File: config.mk
export PLATFORM = sky130hd
export DESIGN_NAME = dpram_fifo_ctrl
export DESIGN_NICKNAME = d
export VERILOG_FILES = /design/src/rtl/dpram_fifo_ctrl.sv
export SDC_FILE = /design/constraint.sdc
export NUM_CORES = 1
export LEC_CHECK = 0
export CAP_MARGIN = 20
export CORE_UTILIZATION = 40
export DETAILED_ROUTE_END_ITERATION = 7
export GPL_ROUTABILITY_DRIVEN = 0
export PLACE_DENSITY = 0.83
export SETUP_SLACK_MARGIN = 0.02
export SYNTH_ARGS = -nofsm -noshare
export SYNTH_HDL_FRONTEND = slang
export SYNTH_SLANG_ARGS = --single-unit
File: constraint.sdc
create_clock -name clk -period 2.9 [get_ports clk]
set_input_delay 0.58 -clock clk [delete_from_list [all_inputs] [get_ports clk]]
set_output_delay 0.58 -clock clk [all_outputs]
set_load 0.02 [all_outputs]
File: src/rtl/dpram_fifo_ctrl.sv
// Synchronous FIFO controller sitting in front of a dual_port_ram: port A is
// the write port, port B the read port. Owns pointers, occupancy and flags.
// Optional sticky overflow/underflow flags are built when DPRAM_FIFO_ERR_EN
// is defined; otherwise err_ovf/err_udf are tied low.
module dpram_fifo_ctrl #(
  parameter int unsigned DATA_WIDTH = 8,
  parameter int unsigned ADDR_WIDTH = 6
) (
  input  logic                  clk,
  input  logic                  rst,
  input  logic                  wr_valid,
  input  logic [DATA_WIDTH-1:0] wr_data,
  output logic                  wr_ready,
  input  logic                  rd_en,
  output logic [DATA_WIDTH-1:0] rd_data,
  output logic                  rd_valid,
  output logic                  full,
  output logic                  empty,
  output logic [ADDR_WIDTH:0]   count,
  output logic                  ram_we_a,
  output logic [ADDR_WIDTH-1:0] ram_addr_a,
  output logic [DATA_WIDTH-1:0] ram_data_a,
  output logic                  ram_we_b,
  output logic [ADDR_WIDTH-1:0] ram_addr_b,
  input  logic [DATA_WIDTH-1:0] ram_out_b,
  output logic                  err_ovf,
  output logic                  err_udf
);

  localparam int unsigned DEPTH = 2 ** ADDR_WIDTH;
  localparam int unsigned CNT_W = ADDR_WIDTH + 1;

  logic [ADDR_WIDTH-1:0] wr_ptr;
  logic [ADDR_WIDTH-1:0] rd_ptr;
  logic                  push;
  logic                  pop;

  // Flags decoded from registered occupancy only.
  assign full  = (count == CNT_W'(DEPTH));
  assign empty = (count == '0);

  // Accept decisions; reset gating keeps the RAM write disabled while rst=0.
  assign push = wr_valid & ~full & rst;
  assign pop  = rd_en & ~empty & rst;

  assign wr_ready   = ~full & rst;
  assign ram_we_a   = push;
  assign ram_addr_a = wr_ptr;
  assign ram_data_a = wr_data;
  assign ram_we_b   = 1'b0;
  assign ram_addr_b = rd_ptr;

  // RAM output register is the data stage; zero it outside valid cycles.
  assign rd_data = rd_valid ? ram_out_b : '0;

  // Pointer, occupancy and read-valid state.
  always_ff @(posedge clk or negedge rst) begin
    if (!rst) begin
      wr_ptr   <= '0;
      rd_ptr   <= '0;
      count    <= '0;
      rd_valid <= 1'b0;
    end else begin
      rd_valid <= pop;
      if (push) wr_ptr <= wr_ptr + ADDR_WIDTH'(1);
      if (pop)  rd_ptr <= rd_ptr + ADDR_WIDTH'(1);
      case ({push, pop})
        2'b10:   count <= count + CNT_W'(1);
        2'b01:   count <= count - CNT_W'(1);
        default: count <= count;
      endcase
    end
  end

`ifdef DPRAM_FIFO_ERR_EN
  // Sticky error flags: any push attempt while full, any pop attempt while empty.
  always_ff @(posedge clk or negedge rst) begin
    if (!rst) begin
      err_ovf <= 1'b0;
      err_udf <= 1'b0;
    end else begin
      if (wr_valid && full) err_ovf <= 1'b1;
      if (rd_en && empty)   err_udf <= 1'b1;
    end
  end
`else
  assign err_ovf = 1'b0;
  assign err_udf = 1'b0;
`endif

endmodule

==> flow_summary.html <==
<table>
<tr><th>Metric</th><th>Value</th></tr>
<tr><th colspan="2">Outcome</th></tr>
<tr><td>Run status</td><td>finished clean</td></tr>
<tr><th colspan="2">Setup path</th></tr>
<tr><td>Critical path peak fanout</td><td>7</td></tr>
<tr><td>Reg2reg start</td><td>count[3]</td></tr>
<tr><td>Worst path arrival time</td><td>2.17 ns</td></tr>
<tr><td>Delay contributed by the slowest stage of the critical path</td><td>0.60 ns</td></tr>
<tr><td>Setup slack, reg-to-reg</td><td>0.19 ns</td></tr>
<tr><td>Critical path start-end classification</td><td>input pin to output port</td></tr>
<tr><td>Endpoint of the most critical register-to-register path</td><td>count[6]</td></tr>
<tr><td>Chain of cells forming the critical path</td><td>clkdlybuf4s50_1 &gt; nand2_1 &gt; a31oi_2 &gt; buf_4 &gt; clkdlybuf4s50_1</td></tr>
<tr><td>Critical Path Source Type</td><td>input pin</td></tr>
<tr><td>Most frequent cell on the critical path</td><td>sky130_fd_sc_hd__clkdlybuf4s50_1</td></tr>
<tr><td>Worst setup EP type</td><td>output port</td></tr>
<tr><td>Cell at the slowest stage of the critical path</td><td>sky130_fd_sc_hd__clkdlybuf4s50_1</td></tr>
<tr><td>Depth of the worst register-to-register path</td><td>10</td></tr>
<tr><td>Required time reported for the critical path endpoint</td><td>2.32 ns</td></tr>
<tr><th colspan="2">Power</th></tr>
<tr><td>Leak Pwr</td><td>0.805 nW</td></tr>
<tr><td>Portion of total power attributed to sequential cells</td><td>34.5%</td></tr>
<tr><td>Clk pwr share</td><td>7.3%</td></tr>
<tr><td>Proportion of power drawn by combinational gates</td><td>58.2%</td></tr>
<tr><td>Power density over the cells</td><td>950 nW/µm²</td></tr>
<tr><td>IR Drop Worst-Case VDD</td><td>0.440 mV</td></tr>
<tr><td>Switching Share</td><td>44.6%</td></tr>
<tr><td>Power dissipated by switching net loads</td><td>0.779 mW</td></tr>
<tr><td>Internal Pwr Total</td><td>0.968 mW</td></tr>
<tr><th colspan="2">Global routing</th></tr>
<tr><td>M3 GR Usage</td><td>5.27%</td></tr>
<tr><td>Total GRT Usage</td><td>20.3%</td></tr>
<tr><td>Most heavily used metal layer in global routing</td><td>met2</td></tr>
<tr><td>Largest net degree at the start of global routing</td><td>14</td></tr>
<tr><td>Via count of the first global-routing pass</td><td>1176</td></tr>
<tr><td>Remaining Overflow, GRT</td><td>0</td></tr>
<tr><td>First-pass GRT wire length</td><td>5210 µm</td></tr>
<tr><td>Met2 GRT Util</td><td>37.5%</td></tr>
<tr><td>Number of antenna violations at the first check in global routing</td><td>0</td></tr>
<tr><td>Met1 Usage GRT</td><td>22.2%</td></tr>
<tr><th colspan="2">Clocking</th></tr>
<tr><td>Inserted Clock Buffers</td><td>3</td></tr>
<tr><td>Root buffer cell</td><td>sky130_fd_sc_hd__clkbuf_4</td></tr>
<tr><td>Clock-pin slew of the registers on the worst-case setup and hold paths</td><td>0.11 ns</td></tr>
<tr><td>TritonCTS clock tree</td><td>yes</td></tr>
<tr><td>Number of buffers on the longest clock path</td><td>2</td></tr>
<tr><td>Clk Latency, worst-skew pair</td><td>0.29 ns</td></tr>
<tr><td>Maximum level of the CTS H-tree</td><td>1</td></tr>
<tr><td># clock sinks</td><td>20</td></tr>
<tr><td>Hold-fix buffers at CTS</td><td>0</td></tr>
<tr><th colspan="2">Floorplan</th></tr>
<tr><td>Area of the die</td><td>3450 µm²</td></tr>
<tr><td>Placeable core region</td><td>3050 µm²</td></tr>
<tr><td>Height of the die</td><td>58.8 µm</td></tr>
<tr><td>Initial standard-cell utilization of the core</td><td>42.2%</td></tr>
<tr><td>Die span in x</td><td>58.8 µm</td></tr>
<tr><td>I/O pin count</td><td>63</td></tr>
<tr><td>Row count</td><td>20</td></tr>
<tr><th colspan="2">STA</th></tr>
<tr><td>Final clock period utilization by the worst path</td><td>94.8%</td></tr>
<tr><td>Setup skew after layout</td><td>0.00290 ns</td></tr>
<tr><td>Total count of max-transition violations in the final report</td><td>0</td></tr>
<tr><td>RSZ-0062 raised after global routing</td><td>false</td></tr>
<tr><td>Number of hold violations in the final report</td><td>0</td></tr>
<tr><td>Min setup slack post-route</td><td>0.151 ns</td></tr>
<tr><td>Fmax</td><td>364 MHz</td></tr>
<tr><td>Count of endpoints failing setup in the final report</td><td>0</td></tr>
<tr><td>Fin Setup TNS</td><td>0 ns</td></tr>
<tr><td>Min Clock Period, post-route</td><td>2.75 ns</td></tr>
<tr><th colspan="2">Worst hold path</th></tr>
<tr><td>Hold path cells</td><td>1</td></tr>
<tr><td>HP Class</td><td>flip-flop to flip-flop</td></tr>
<tr><td>Endpoint, Worst Hold</td><td>ram_addr_b[5]</td></tr>
<tr><td>Hold_sp</td><td>ram_addr_b[5]</td></tr>
<tr><th colspan="2">Place</th></tr>
<tr><td>Pre-CTS setup slack</td><td>-0.218 ns</td></tr>
<tr><td>Placed standard-cell area</td><td>1800 µm²</td></tr>
<tr><td>Final HPWL from detailed placement</td><td>2610 µm</td></tr>
<tr><td>Number of buffers inserted by port buffering</td><td>43</td></tr>
<tr><th colspan="2">Drt</th></tr>
<tr><td>Routed WL</td><td>3230 µm</td></tr>
<tr><td>Number of vias after detailed routing</td><td>1117</td></tr>
<tr><td>DRC violations left</td><td>0</td></tr>
<tr><td>Average routed wire per standard cell</td><td>14.6 µm</td></tr>
<tr><td>Drt first-iter violations</td><td>33</td></tr>
<tr><td>Number of routed nets with antenna violations</td><td>0</td></tr>
<tr><td>Via-per-instance ratio</td><td>5.05</td></tr>
<tr><td>Number of detailed-route iterations in the first pass</td><td>5</td></tr>
<tr><th colspan="2">Synth</th></tr>
<tr><td>Gate Count Post-Synth</td><td>127</td></tr>
<tr><td>Synth warnings</td><td>0</td></tr>
<tr><td>Distinct cell type count of the synthesized netlist</td><td>35</td></tr>
<tr><td>Share of flip-flops with an asynchronous set or reset</td><td>100%</td></tr>
<tr><td>Area of the mapped netlist</td><td>1290 µm²</td></tr>
<tr><td>Number of synthesized flops with an enable pin</td><td>0</td></tr>
<tr><td>Most used DFF post-synth</td><td>sky130_fd_sc_hd__dfrtp_1</td></tr>
<tr><td>Synthesized flop and latch total</td><td>20</td></tr>
<tr><td>Per-instance average area after synthesis</td><td>10.1 µm²</td></tr>
<tr><td>Proportion of synthesized chip area in sequential cells</td><td>38.8%</td></tr>
<tr><th colspan="2">Flow run</th></tr>
<tr><td># Max-Cap Violations</td><td>0</td></tr>
<tr><th colspan="2">Finish</th></tr>
<tr><td>Net count, final</td><td>208</td></tr>
<tr><td>Utilization of the core after routing</td><td>60.2%</td></tr>
<tr><td>Post-route cell area</td><td>1840 µm²</td></tr>
<tr><td>N_diodes</td><td>0</td></tr>
<tr><td>Area delta synth-&gt;final</td><td>42.6%</td></tr>
<tr><td>Fraction of final layout cells sized beyond drive strength 1</td><td>16.9%</td></tr>
</table>
==> layer usage <==
metal	vias to the layer above	share of wire [%]
met1	531	38
met4	0	0.87
met2	45	55
met5	-	0
met3	6	6.4
li1	535	-
==> metrics by stage <==
stage	hold WS (ns)	total power, mW	std cells
after floorplan	0.284	1.14	129
after global placement	0.459	1.55	218
after detailed placement	0.458	1.61	218
after CTS	0.474	1.74	221
after global routing	0.497	1.87	221
final	0.473	1.75	221
==> cells in the mapped netlist, types with 2 or more instances <==
library cell               instances  share of area (%)
sky130_fd_sc_hd__a211oi_1          5                2.9
sky130_fd_sc_hd__a31oi_2           2                1.9
sky130_fd_sc_hd__and2_1            8                3.9
sky130_fd_sc_hd__buf_4            11                6.4
sky130_fd_sc_hd__dfrtp_1          20                 39
sky130_fd_sc_hd__ha_1              8                7.8
sky130_fd_sc_hd__inv_1             6                1.7
sky130_fd_sc_hd__mux2_2            2                1.7
sky130_fd_sc_hd__nand2_1           8                2.3
sky130_fd_sc_hd__nand2b_1          3                1.5
sky130_fd_sc_hd__nand4_1           5                2.4
sky130_fd_sc_hd__nor2_1            7                2.0
sky130_fd_sc_hd__nor3_1            4                1.6
sky130_fd_sc_hd__o211ai_1          2                1.2
sky130_fd_sc_hd__o21a_1            2                1.2
sky130_fd_sc_hd__o21ai_0           4                1.6
sky130_fd_sc_hd__xnor2_1           8                5.4
sky130_fd_sc_hd__xor2_1            5                3.4
==> registers in the layout (all words and copies together), names as in the netlist <==
| name | flops |
|---|---|
| count | 7 |
| ram_addr_a | 6 |
| ram_addr_b | 6 |
| rd_valid | 1 |
==> final cells by class <==
class	count	area, µm²
Inverter	6	22.5
Sequential cell	20	500
Timing Repair Buffer	57	538
Tap cell	44	55.1
Clock buffer	3	22.5
Fill cell	289	1210
Multi-Input combinational cell	91	699
==> worst max-delay path: cells and delay by family <==
family                 cells  cell delay, ns
and+or+nand+nor            1            0.09
AOI/OAI and AO/OA          1            0.18
buffers and inverters      3            1.30
==> how the worst max path moves through the flow <==
stage,start,end,slack [ns]
2_1_floorplan,count[0],count[6],0.06
3_3_place_gp,rst,count[6],-0.03
3_5_place_dp,rst,count[6],-0.22
4_1_cts,count[0],full,0.04
5_1_grt,count[0],empty,0.04
6_report,rst,ram_we_a,0.15
==> logic make-up (layout without fill, tap and decap cells) <==
group,count (synthesis),after routing,synth area share [%]
other,1,3,0.291
flip-flops,20,20,38.8
buffers and inverters,18,66,8.45
XOR/XNOR,13,13,8.84
multiplexers,3,3,2.52
AND/OR/NAND/NOR,43,43,20.1
adder cells (fa/ha/maj),9,9,9.32
AO/OA/AOI/OAI,20,20,11.7
==> timing repair <==
item                                    4_1_cts  5_1_grt
endpoints found under the setup margin        0        3
buffers inserted                              0        0
resized for setup                             0        5
==> layout by cell type, fill, tap and decap left out, drive strengths merged, types with 2 or more instances in the layout <==
cell type / instances
mux2: 2
clkbuf: 3
inv: 6
o21a: 2
clkdlybuf4s50: 42
conb: 3
o211ai: 2
a211oi: 5
buf: 14
ha: 8
and2: 8
nor3: 5
nand2: 8
nand4: 5
xnor2: 8
a21o: 2
o21ai: 4
xor2: 5
nor2: 7
dfrtp: 20
a31oi: 2
nand2b: 3
==> power groups by stage <==
stage	clock network, mW	registers [mW]	logic, mW
after global routing	0.146	0.627	1.10
final	0.128	0.602	1.02
after CTS	0.127	0.601	1.01
after detailed placement	0	0.606	1.01
after floorplan	0	0.714	0.426
after global placement	0	0.588	0.961
Note: power is estimated with default switching activity, not from simulation.
